==> config.mk <==
export PLATFORM = sky130hd
export DESIGN_NAME = window_trap_ctrl
export DESIGN_NICKNAME = d
export VERILOG_FILES = /design/src/rtl/window_trap_ctrl_pkg.sv /design/src/rtl/window_hit_counter.sv /design/src/rtl/window_trap_ctrl.sv
export SDC_FILE = /design/constraint.sdc
export NUM_CORES = 1
export LEC_CHECK = 0
export CORE_MARGIN = 4
export CORE_UTILIZATION = 45
export DETAILED_ROUTE_END_ITERATION = 8
export DONT_BUFFER_PORTS = 1
export GPL_TIMING_DRIVEN = 0
export PLACE_DENSITY = 0.67
export SLEW_MARGIN = 20
export SYNTH_ARGS = -nofsm -noshare
export SYNTH_HDL_FRONTEND = slang
export SYNTH_HIERARCHICAL = 1
export SYNTH_SLANG_ARGS = --single-unit
export TNS_END_PERCENT = 100
==> constraint.sdc <==
create_clock -name CLK -period 3.72 [get_ports CLK]
set_input_delay 0.372 -clock CLK [delete_from_list [all_inputs] [get_ports CLK]]
set_output_delay 0.372 -clock CLK [all_outputs]
set_load 0.1 [all_outputs]
==> src/rtl/window_trap_ctrl_pkg.sv <==
// Shared constants for the window trap controller: FSM state encodings and
// the default hit-counter / threshold width.
package window_trap_ctrl_pkg;

  localparam int COUNT_W_DEFAULT = 16;

  localparam logic [1:0] ST_IDLE  = 2'b00;
  localparam logic [1:0] ST_ARMED = 2'b01;
  localparam logic [1:0] ST_TRAP  = 2'b10;

endpackage

==> src/rtl/window_hit_counter.sv <==
// Saturating hit counter with synchronous clear/increment and a flag telling
// whether the next increment reaches the effective threshold.
module window_hit_counter
  import window_trap_ctrl_pkg::*;
#(
  parameter int COUNT_W = COUNT_W_DEFAULT
) (
  input  logic               CLK,
  input  logic               RESET,
  input  logic               clear,
  input  logic               inc,
  input  logic [COUNT_W-1:0] thresh,
  output logic [COUNT_W-1:0] count,
  output logic               reach
);

  logic [COUNT_W-1:0] teff;
  logic [COUNT_W:0]   count_plus1;

  // A zero threshold behaves as one so the first hit always traps.
  assign teff        = (thresh == '0) ? {{(COUNT_W-1){1'b0}}, 1'b1} : thresh;
  assign count_plus1 = {1'b0, count} + {{COUNT_W{1'b0}}, 1'b1};
  assign reach       = (count_plus1 >= {1'b0, teff});

  always_ff @(posedge CLK or posedge RESET) begin
    if (RESET) begin
      count <= '0;
    end else if (clear) begin
      count <= '0;
    end else if (inc && !count_plus1[COUNT_W]) begin
      count <= count_plus1[COUNT_W-1:0];
    end
  end

endmodule

==> src/rtl/window_trap_ctrl.sv <==
// Counts qualified in-window accesses once armed and raises a held trap request
// at the programmed threshold. Build option: WINDOW_TRAP_AUTO_REARM_EN.
module window_trap_ctrl
  import window_trap_ctrl_pkg::*;
#(
  parameter int COUNT_W = COUNT_W_DEFAULT
) (
  input  logic               CLK,
  input  logic               RESET,
  input  logic [15:0]        DATA,
  input  logic               LD_THRESH,
  input  logic               ARM,
  input  logic               DISARM,
  input  logic               ADDR_VALID,
  input  logic               IN_WINDOW,
  input  logic               TRAP_ACK,
  output logic               TRAP_REQ,
  output logic               ARMED,
  output logic [COUNT_W-1:0] HIT_COUNT
);

  logic [1:0]         state;
  logic [1:0]         state_nxt;
  logic [COUNT_W-1:0] thresh;
  logic               hit;
  logic               cnt_clear;
  logic               cnt_inc;
  logic               cnt_reach;

  assign hit = ADDR_VALID & IN_WINDOW;

  // Priority in ARMED: DISARM, then ARM restart, then hit counting.
  always_comb begin
    state_nxt = state;
    cnt_clear = 1'b0;
    cnt_inc   = 1'b0;
    case (state)
      ST_IDLE: begin
        if (ARM) begin
          state_nxt = ST_ARMED;
          cnt_clear = 1'b1;
        end
      end
      ST_ARMED: begin
        if (DISARM) begin
          state_nxt = ST_IDLE;
        end else if (ARM) begin
          cnt_clear = 1'b1;
        end else if (hit) begin
          cnt_inc = 1'b1;
          if (cnt_reach) begin
            state_nxt = ST_TRAP;
          end
        end
      end
      ST_TRAP: begin
        if (DISARM) begin
          state_nxt = ST_IDLE;
        end else if (TRAP_ACK) begin
`ifdef WINDOW_TRAP_AUTO_REARM_EN
          state_nxt = ST_ARMED;
          cnt_clear = 1'b1;
`else
          state_nxt = ST_IDLE;
`endif
        end
      end
      default: begin
        state_nxt = ST_IDLE;
      end
    endcase
  end

  // Outputs are flopped from the next-state decode so they never see inputs combinationally.
  always_ff @(posedge CLK or posedge RESET) begin
    if (RESET) begin
      state    <= ST_IDLE;
      TRAP_REQ <= 1'b0;
      ARMED    <= 1'b0;
    end else begin
      state    <= state_nxt;
      TRAP_REQ <= (state_nxt == ST_TRAP);
      ARMED    <= (state_nxt == ST_ARMED);
    end
  end

  always_ff @(posedge CLK or posedge RESET) begin
    if (RESET) begin
      thresh <= '0;
    end else if (LD_THRESH) begin
      thresh <= DATA[COUNT_W-1:0];
    end
  end

  window_hit_counter #(
    .COUNT_W (COUNT_W)
  ) u_hit_counter (
    .CLK    (CLK),
    .RESET  (RESET),
    .clear  (cnt_clear),
    .inc    (cnt_inc),
    .thresh (thresh),
    .count  (HIT_COUNT),
    .reach  (cnt_reach)
  );

endmodule

Yosys cells after proc, flatten, opt, wreduce, memory -nomap -nowiden
Cells that the tools add are included.
- register bits: 36
- input bits: 24
- add/subtract/negate cells: 1
- magnitude comparators: 1
- equality and inequality tests: 4
- mux-type cells: 18
- bitwise logic cells: 1
- reduce and logical (&&, ||, !) cells: 5
- operators by type and width (kind ; number):
    two-way mux 16 bit ; 3
    adder 16 x 1 -> 17 bit, second input constant ; 1
    >= comparator 17 x 16 -> 1 bit ; 1
    logical NOT 16 bit ; 1
    two-way mux 2 bit ; 7
    two-way mux 1 bit ; 6
    one-hot mux 2 bit (3 select lines) ; 1
    == test 2 x 1 -> 1 bit, second input constant ; 2
    == test 2 bit, second input constant ; 2
    logical NOT 2 bit ; 1
    one-hot mux 1 bit (2 select lines) ; 1
    nonzero test 2 bit ; 1
    bitwise AND 1 bit ; 1
    logical AND 1 bit ; 1
    logical NOT 1 bit ; 1

Depth between registers and ports, before layout
Gate-level depths: netlist of run 1.
- word-level depth: 9
- mapped depth: 13
- mapped depth without buffers: 13

Modules after synthesis
Netlist of run 1, hierarchy kept.
- modules (own cells, without submodules) (module ; instances ; cells an instance ; area each (µm²) ; sequential area each (µm²)):
    window_hit_counter ; 1 ; 175 ; 1460.2 ; 400.4
    window_trap_ctrl ; 1 ; 51 ; 787.0 ; 500.5

Least setup slack after synthesis of run 1
OpenSTA, ideal clock, no wires.
- path kind: reg2reg
- from: register u_hit_counter.count[0]
- to: register TRAP_REQ
- arrival time: 3.589 ns
- data required time: 3.592 ns
- path slack: 0.003 ns
- cell stages (with the launch flop): 13
- path buffers: 0
- period minus slack after synthesis: 3.717 ns
- path through: dfrtp_1 > ha_1 > nand3_2 > nor4_1 > nand2_1 > xnor2_1 > ha_1 > and4_1 > a221o_1 > a211oi_1 > o21ai_0 > nand4b_1 > o21ai_0
- word-level cells in the longest chain between the ends: 8
- ends and longest elaborated chain (what ; line ; text):
    start: declaration ; window_hit_counter.sv:13 ; output logic [COUNT_W-1:0] count,
    start signal: assignment ; window_hit_counter.sv:31 ; count <= count_plus1[COUNT_W-1:0];
    adder 16 x 1 -> 17 bit ; window_hit_counter.sv:22 ; assign count_plus1 = {1'b0, count} + {{COUNT_W{1'b0}}, 1'b1};
    >= comparator 17 x 16 -> 1 bit ; window_hit_counter.sv:23 ; assign reach = (count_plus1 >= {1'b0, teff});
    net cnt_reach ; window_trap_ctrl.sv:28 ; logic cnt_reach;
    two-way mux 2 bit ; window_trap_ctrl.sv:51 ; if (cnt_reach) begin
    two-way mux 2 bit ; window_trap_ctrl.sv:49 ; end else if (hit) begin
    two-way mux 2 bit ; window_trap_ctrl.sv:47 ; end else if (ARM) begin
    two-way mux 2 bit ; window_trap_ctrl.sv:45 ; if (DISARM) begin
    one-hot mux 2 bit (3 select lines) ; window_trap_ctrl.sv:37 ; case (state)
    == test 2 bit ; window_trap_ctrl.sv:82 ; TRAP_REQ <= (state_nxt == ST_TRAP);
    end signal: assignment ; window_trap_ctrl.sv:82 ;
    end: declaration ; window_trap_ctrl.sv:17 ; output logic TRAP_REQ,
The timed path passes the listed nets, and every way through them passes these cells.
A chain may end at the register's enable or synchronous reset.

Worst setup path after layout of run 1
- from: register u_hit_counter.count[5]
- to: register state[0]
- word-level cells in the longest chain between the ends: 7
- ends and longest elaborated chain (what ; line ; text):
    adder 16 x 1 -> 17 bit ; window_hit_counter.sv:22 ;
    >= comparator 17 x 16 -> 1 bit ; window_hit_counter.sv:23 ;
    net cnt_reach ; window_trap_ctrl.sv:28 ;
    two-way mux 2 bit ; window_trap_ctrl.sv:51 ;
    two-way mux 2 bit ; window_trap_ctrl.sv:49 ;
    two-way mux 2 bit ; window_trap_ctrl.sv:47 ;
    two-way mux 2 bit ; window_trap_ctrl.sv:45 ;
    one-hot mux 2 bit (3 select lines) ; window_trap_ctrl.sv:37 ;
    net state_nxt[0] ; window_trap_ctrl.sv:23 ; logic [1:0] state_nxt;
    end signal: assignment ; window_trap_ctrl.sv:81 ; state <= state_nxt;
    end: declaration ; window_trap_ctrl.sv:22 ; logic [1:0] state;
The timed path passes the listed nets, and every way through them passes these cells.

==> flow_metrics.env, run 1 <==
export IMPL_ys_ff_latch=36
export IMPL_clkTransAtPathRegs_ns=0.07
export IMPL_start_util=0.470
export IMPL_top_usage_layer="met2"
export IMPL_vias=1650
export IMPL_synth_edf_count=0
export IMPL_synth_fa_ha_area_frac=0.0947
export IMPL_root_buffer="clkbuf_8"
export IMPL_cp_max_fo=6
export IMPL_syn_inst=226
export IMPL_viasPerCell=5.48
export IMPL_grt_first_pass_wirelength_um=7790
export IMPL_synth_most_common_cell="dfrtp_1"
export IMPL_grt_max_degree=21
export IMPL_place_gp_congestion=0.869
export IMPL_netlist_area_um2=2250
export IMPL_synth_mux_area_frac=0.0846
export IMPL_maxCapViolCount=0
export IMPL_crit_top_cell="nand2_1"
export IMPL_slew_viol_final=0
export IMPL_final_util=0.521
export IMPL_htree_levels=2
export IMPL_ios=42
export IMPL_power_density_nw_per_um2=345
export IMPL_clockBufferDepth=2
export IMPL_portBuffers=0
export IMPL_vdd_drop_max_uv=151
export IMPL_synthSimpleGateAreaFrac=0.164
export IMPL_setup_viol=0
export IMPL_synth_area_top_cells="dfrtp_1, ha_1, xor2_1"
export IMPL_synth_compound_area_frac=0.105
export IMPL_antenna_found_initial=0
export IMPL_p_leak_nw=1.17
export IMPL_timing_critical_path_slowest_cell_delay_ns=0.68
export IMPL_synth_xor_area_share=0.0974
export IMPL_num_rows=25
export IMPL_fin_crit_sh=0.936
export IMPL_cts_sinks=36
export IMPL_rrSetupSlack_ns=0.24
export IMPL_grt_pass1_vias=1687
export IMPL_grt_use_met3=0.0573
export IMPL_syn_area_per_cell_um2=9.94
export IMPL_cts_hold_buffers=0
export IMPL_finalHoldViolCount=0
export IMPL_tightest_slew_ns=1.07
export IMPL_drive_above_1_share=0.197
export IMPL_place_area_um2=2330
export IMPL_synth_cell_types=41
export IMPL_routedWlPerCell_um=15.3
export IMPL_grt_overflow=0
export IMPL_die_x_um=78.7
export IMPL_ys_warn_count=6
export IMPL_yosysSeqAreaShare=0.401
export IMPL_detail_route_antenna_nets=0
export IMPL_synth_top_family_by_area="simple AND/OR/NAND/NOR gates"
export IMPL_ys_top_cells_by_count="dfrtp_1, nor2_1, xor2_1"
export IMPL_power_w=0.000860
export IMPL_ys_flop_type="dfrtp_1"
export IMPL_n_antenna_cell=0
export IMPL_fin_setup_tns_ns=0
export IMPL_worstPathRequired_ns=3.95
export IMPL_wl_um=4610
export IMPL_dr_first_iter_drc_count=99
export IMPL_synthArstFlopShare=1.00
export IMPL_finalNonFillerCells=301
export IMPL_use_met1=0.202
export IMPL_rsz0062_at_grt="false"
export IMPL_min_period_ns=3.48
export IMPL_dr_pass1_iters=4
export IMPL_placedCellCount=293
export IMPL_final_nets=274
export IMPL_relSlewSlack=0.287
export IMPL_max_freq_ghz=0.287
export IMPL_start_kind="register"
export IMPL_status="finished, final reports clean"
export IMPL_die_h_um=78.7
export IMPL_critPathCaptureType="register"
export IMPL_grt_util_all_layers=0.161
export IMPL_synth_top_area_frac=0.401
export IMPL_arrival_ns=3.71
export IMPL_cts_buffers=5
export IMPL_syn_num_nets=267
export IMPL_hold_path_class="in -> async"
export IMPL_cts_tree="done"
export IMPL_fp_coreArea_um2=4790
export IMPL_path_class="reg -> reg"
export IMPL_finClkSkew_ns=0.00605
export IMPL_drc=0
export IMPL_syn_to_final_growth_pct=11.0
export IMPL_fin_area_um2=2490
export IMPL_gr_usage_met2=0.260
export IMPL_critical_path_cell_chain="clkbuf_2, nand2_1, nor4_4, nand2_1, xnor2_1, ha_1, and4_1, a221o_1, a211oi_1, o21ai_0, nand4b_1, a22o_1"
export IMPL_hpwl_um=3620
export IMPL_cpMaxStageDelayCell="dfrtp_2"
export IMPL_die_area_um2=6190
export IMPL_yosysTopAreaCell="dfrtp_1"
export IMPL_clock_latency_ns=0.29
==> where the power goes <==
part | switching, W | internal [W] | leakage (nW)
Clock | 0.000139 | 0.000199 | 0.0552
Combinational | 0.0000408 | 0.0000364 | 0.677
Sequential | 0.0000331 | 0.000412 | 0.441
==> per-stage QoR <==
stage	setup WS (ns)	hold WS, ns
after global placement	-0.543	0.389
after CTS	0.0602	0.0708
after floorplan	0.00287	0.286
after global routing	0.00451	0.0941
final	0.238	0.0473
after detailed placement	-0.572	0.394
==> cell usage in the layout, fill, tap and decap left out, types with 2 or more instances in the layout <==
cell	Yosys	final
a211oi_1	2	2
a21o_1	3	3
a21oi_1	8	8
a22o_1	2	2
and4_1	2	2
buf_6	2	2
clkbuf_1	3	4
clkbuf_8	0	5
dfrtp_1	36	25
dfrtp_4	0	10
ha_1	17	17
inv_1	19	19
mux2_2	16	16
nand2_1	12	12
nand3_1	9	9
nand4_1	3	3
nor2_1	21	20
nor3_1	3	3
nor4_1	6	5
o211ai_1	8	8
o21ai_0	6	6
o31ai_1	2	2
or4_1	2	2
or4_2	2	2
xnor2_1	4	4
xor2_1	21	21
==> routing by layer <==
layer,share of wire,wire [um]
met1,0.44,2020
met2,0.49,2250
met3,0.060,278
met4,0.014,63
met5,0,0
==> timing repair <==
item,in CTS,in global routing
resized for setup,14,10
setup buffers,0,0
pin swaps,0,1
setup endpoints to repair,4,4
==> worst max-delay path, delay by kind of cell (launching register included) <==
kind                       cells  cell delay, ns
adders and majority gates      1            0.35
DFF                            1            0.68
buffers and inverters          1            0.28
and+or+nand+nor                5            1.03
xor gates and xnor gates       1            0.19
AOI/OAI and AO/OA              4            0.89
==> worst paths after layout <==
path,end,cells after the start,start
max,state[0],12,u_hit_counter/count[5]
max in group asynchronous,thresh[1],1,RESET
min reg2reg,thresh[0],1,thresh[0]
max reg2reg,state[0],12,u_hit_counter/count[5]
min in group CLK,ARMED,1,ARM
min,u_hit_counter/count[15],1,RESET
==> area by class of cell <==
class | count | area [um2]
buffer | 8 | 47.5
sequential | 36 | 940
tap | 67 | 83.8
clock inverter | 2 | 35.0
multi-input combinational | 163 | 1240
fill | 434 | 2290
inverter | 19 | 71.3
clock buffer | 6 | 72.6
==> registers in the layout, indices dropped and copies added (netlist names) <==
register,count
ARMED,1
TRAP_REQ,1
state,2
thresh,16
u_hit_counter/count,16
==> logic make-up (layout without fill, tap and decap cells) <==
kind of cell / after synthesis / after routing
simple gates: 70 / 70
flops: 36 / 36
compound gates: 34 / 34
buf+inv: 27 / 35
xor+xnor: 25 / 25
fa+ha+maj: 17 / 17
mux: 17 / 17
Note: power is estimated with default switching activity, not from simulation.
==> run 2: changes to the inputs <==
- CELL_PAD_IN_SITES_DETAIL_PLACEMENT: unset -> 0
- CELL_PAD_IN_SITES_GLOBAL_PLACEMENT: unset -> 2
- CORE_UTILIZATION: 45 -> 39
- PLACE_DENSITY: 0.67 -> 0.85
- REMOVE_ABC_BUFFERS: unset -> 1
==> run 2 against run 1 <==
Via count is 2.7% lower. First-iteration DRC count is 66% lower. Non-clock buffer count is 7 lower. Clock power hardly changed. Cell count is 0.66% lower. Sequential share of layout area is 0.44 points higher. Largest cell class unchanged. Critical path type unchanged. Critical path depth stayed put. Utilization is 7.6 points lower. Design area is 1.2% lower.
==> flow_metrics.env, run 2 (synthesized netlist as in run 1, its figures left out) <==
export IMPL_grt_max_degree=21
export IMPL_critical_path_cell_chain="ha_1, nand3_2, nor4_4, nand2_1, xnor2_1, ha_1, and4_1, a221o_1, a211oi_1, o21ai_0, nand4b_1, o21ai_0"
export IMPL_multi_input_area_um2=1250
export IMPL_cts_hold_buffers=0
export IMPL_grt_first_pass_wirelength_um=7820
export IMPL_grt_pass1_vias=1595
export IMPL_relSlewSlack=0.286
export IMPL_slew_viol_final=0
export IMPL_intPower_w=0.000647
export IMPL_final_nets=267
export IMPL_path_class="reg -> reg"
export IMPL_hold_ws_ns=0.0443
export IMPL_htree_levels=2
export IMPL_grt_util_all_layers=0.137
export IMPL_num_rows=27
export IMPL_min_period_ns=3.42
export IMPL_worstPathRequired_ns=3.89
export IMPL_drc=0
export IMPL_vias=1605
export IMPL_biggestRegsByFlops="thresh: 16 flops, u_hit_counter/count: 16 flops, state: 2 flops"
export IMPL_arrival_ns=3.59
export IMPL_layout_cells_most_common_list="dfrtp_1, xor2_1, nor2_1"
export IMPL_p_leak_nw=1.15
export IMPL_fp_coreArea_um2=5540
export IMPL_cts_buffers=5
export IMPL_antenna_found_initial=0
export IMPL_syn_to_final_growth_pct=9.74
export IMPL_timing_critical_path_slowest_cell_delay_ns=0.65
export IMPL_n_antenna_cell=0
export IMPL_dr_pass1_iters=4
export IMPL_clockBufferDepth=2
export IMPL_start_util=0.406
export IMPL_r2r_start="u_hit_counter/count[0]"
export IMPL_viasPerCell=5.37
export IMPL_hpwl_um=3580
export IMPL_fin_setup_tns_ns=0
export IMPL_max_freq_ghz=0.292
export IMPL_wl_um=4620
export IMPL_cp_max_fo=8
export IMPL_power_density_nw_per_um2=346
export IMPL_routedWlPerCell_um=15.5
export IMPL_setup_viol=0
export IMPL_cpMaxStageDelayCell="dfrtp_4"
export IMPL_cts_tree="done"
export IMPL_cp_top_family="simple AND/OR/NAND/NOR gates"
export IMPL_vdd_drop_max_uv=219
export IMPL_die_h_um=83.9
export IMPL_finClkSkew_ns=0.00899
export IMPL_critPathCaptureType="register"
export IMPL_reg2reg_to="state[1]"
export IMPL_fin_crit_sh=0.919
export IMPL_tightest_slew_ns=1.07
export IMPL_grt_overflow=0
export IMPL_power_w=0.000854
export IMPL_rr_worst_depth=12
export IMPL_status="finished, final reports clean"
export IMPL_fillers=567
export IMPL_dr_first_iter_drc_count=34
export IMPL_start_kind="register"
export IMPL_path_buf_inv=0
export IMPL_p_switching_w=0.000207
export IMPL_die_x_um=83.9
export IMPL_hold_path_class="in -> async"
export IMPL_clock_latency_ns=0.28
export IMPL_layout_commonest_cell="dfrtp_1"
export IMPL_seqPwrFrac=0.522
export IMPL_finalHoldViolCount=0
export IMPL_detail_route_antenna_nets=0
export IMPL_drive_above_1_share=0.194
export IMPL_p_sw_frac=0.242
export IMPL_clkPwrFrac=0.393
export IMPL_portBuffers=0
export IMPL_rsz0062_at_grt="false"
export IMPL_cts_sinks=36
export IMPL_maxCapViolCount=0
export IMPL_clkTransAtPathRegs_ns=0.08
export IMPL_combPwrFrac=0.085
export IMPL_place_gp_congestion=0.805
export IMPL_ios=42
export IMPL_rrSetupSlack_ns=0.30
export IMPL_die_area_um2=7040
export IMPL_post_cts_setup_buffer_count=0
export IMPL_seq_area_um2=940
export IMPL_root_buffer="clkbuf_8"
[run 2: cell count changes in the layout (fill, tap and decap cells not counted)]
cell	before	now
clkbuf_1	4	1
buf_6	2	0
a211oi_1	2	1
a211oi_2	0	1
buf_1	1	0
buf_2	1	0
buf_4	0	1
clkbuf_2	1	0
[run 2: power by group through the flow]
stage | Clock [W] | Sequential (W) | Combinational, W
3_5_place_dp | 0 | 0.000454 | 0.0000745
6_report | 0.000336 | 0.000446 | 0.0000724
4_1_cts | 0.000348 | 0.000447 | 0.0000747
2_1_floorplan | 0 | 0.000448 | 0.0000593
5_1_grt | 0.000369 | 0.000450 | 0.0000842
3_3_place_gp | 0 | 0.000453 | 0.0000712
[run 2: what timing repair did]
action | in CTS | in global routing
pin swaps | 0 | 1
setup endpoints to repair | 4 | 4
resized for setup | 14 | 10
[run 2: through the flow]
stage	worst slack (ns)	instance area [um2]	instances	utilization
finish	0.301	2470	299	0.445
floorplan	0.00277	2200	218	-
CTS	0.0628	2430	299	0.439
global route	0.0445	2470	299	0.445
detailed placement	-0.584	2300	291	0.416
global placement	-0.609	2290	290	0.413
[run 2: area by class of cell]
type	count	share of cell area
Sequential cell	36	0.381
Clock buffer	6	0.0294
Inverter	19	0.0289
Timing Repair Buffer	1	0.00304
Multi-Input combinational cell	163	0.507
Tap cell	72	0.0365
Clock inverter	2	0.0142
[run 2: worst max path at each step]
stage	from	to	slack, ns	cells after the start
6_report	u_hit_counter/count[0]	state[1]	0.30	12
5_1_grt	u_hit_counter/count[5]	TRAP_REQ	0.04	11
4_1_cts	u_hit_counter/count[0]	TRAP_REQ	0.06	12
3_5_place_dp	u_hit_counter/count[0]	TRAP_REQ	-0.58	12
3_3_place_gp	u_hit_counter/count[0]	TRAP_REQ	-0.61	12
2_1_floorplan	u_hit_counter/count[0]	TRAP_REQ	0.003	12
[run 2: per-layer routing]
layer	track usage	up-vias	routed length (um)
li1	-	803	-
met1	0.179	761	2120
met2	0.222	37	2210
met3	0.0434	4	261
met4	0.0307	0	35
met5	0	-	0
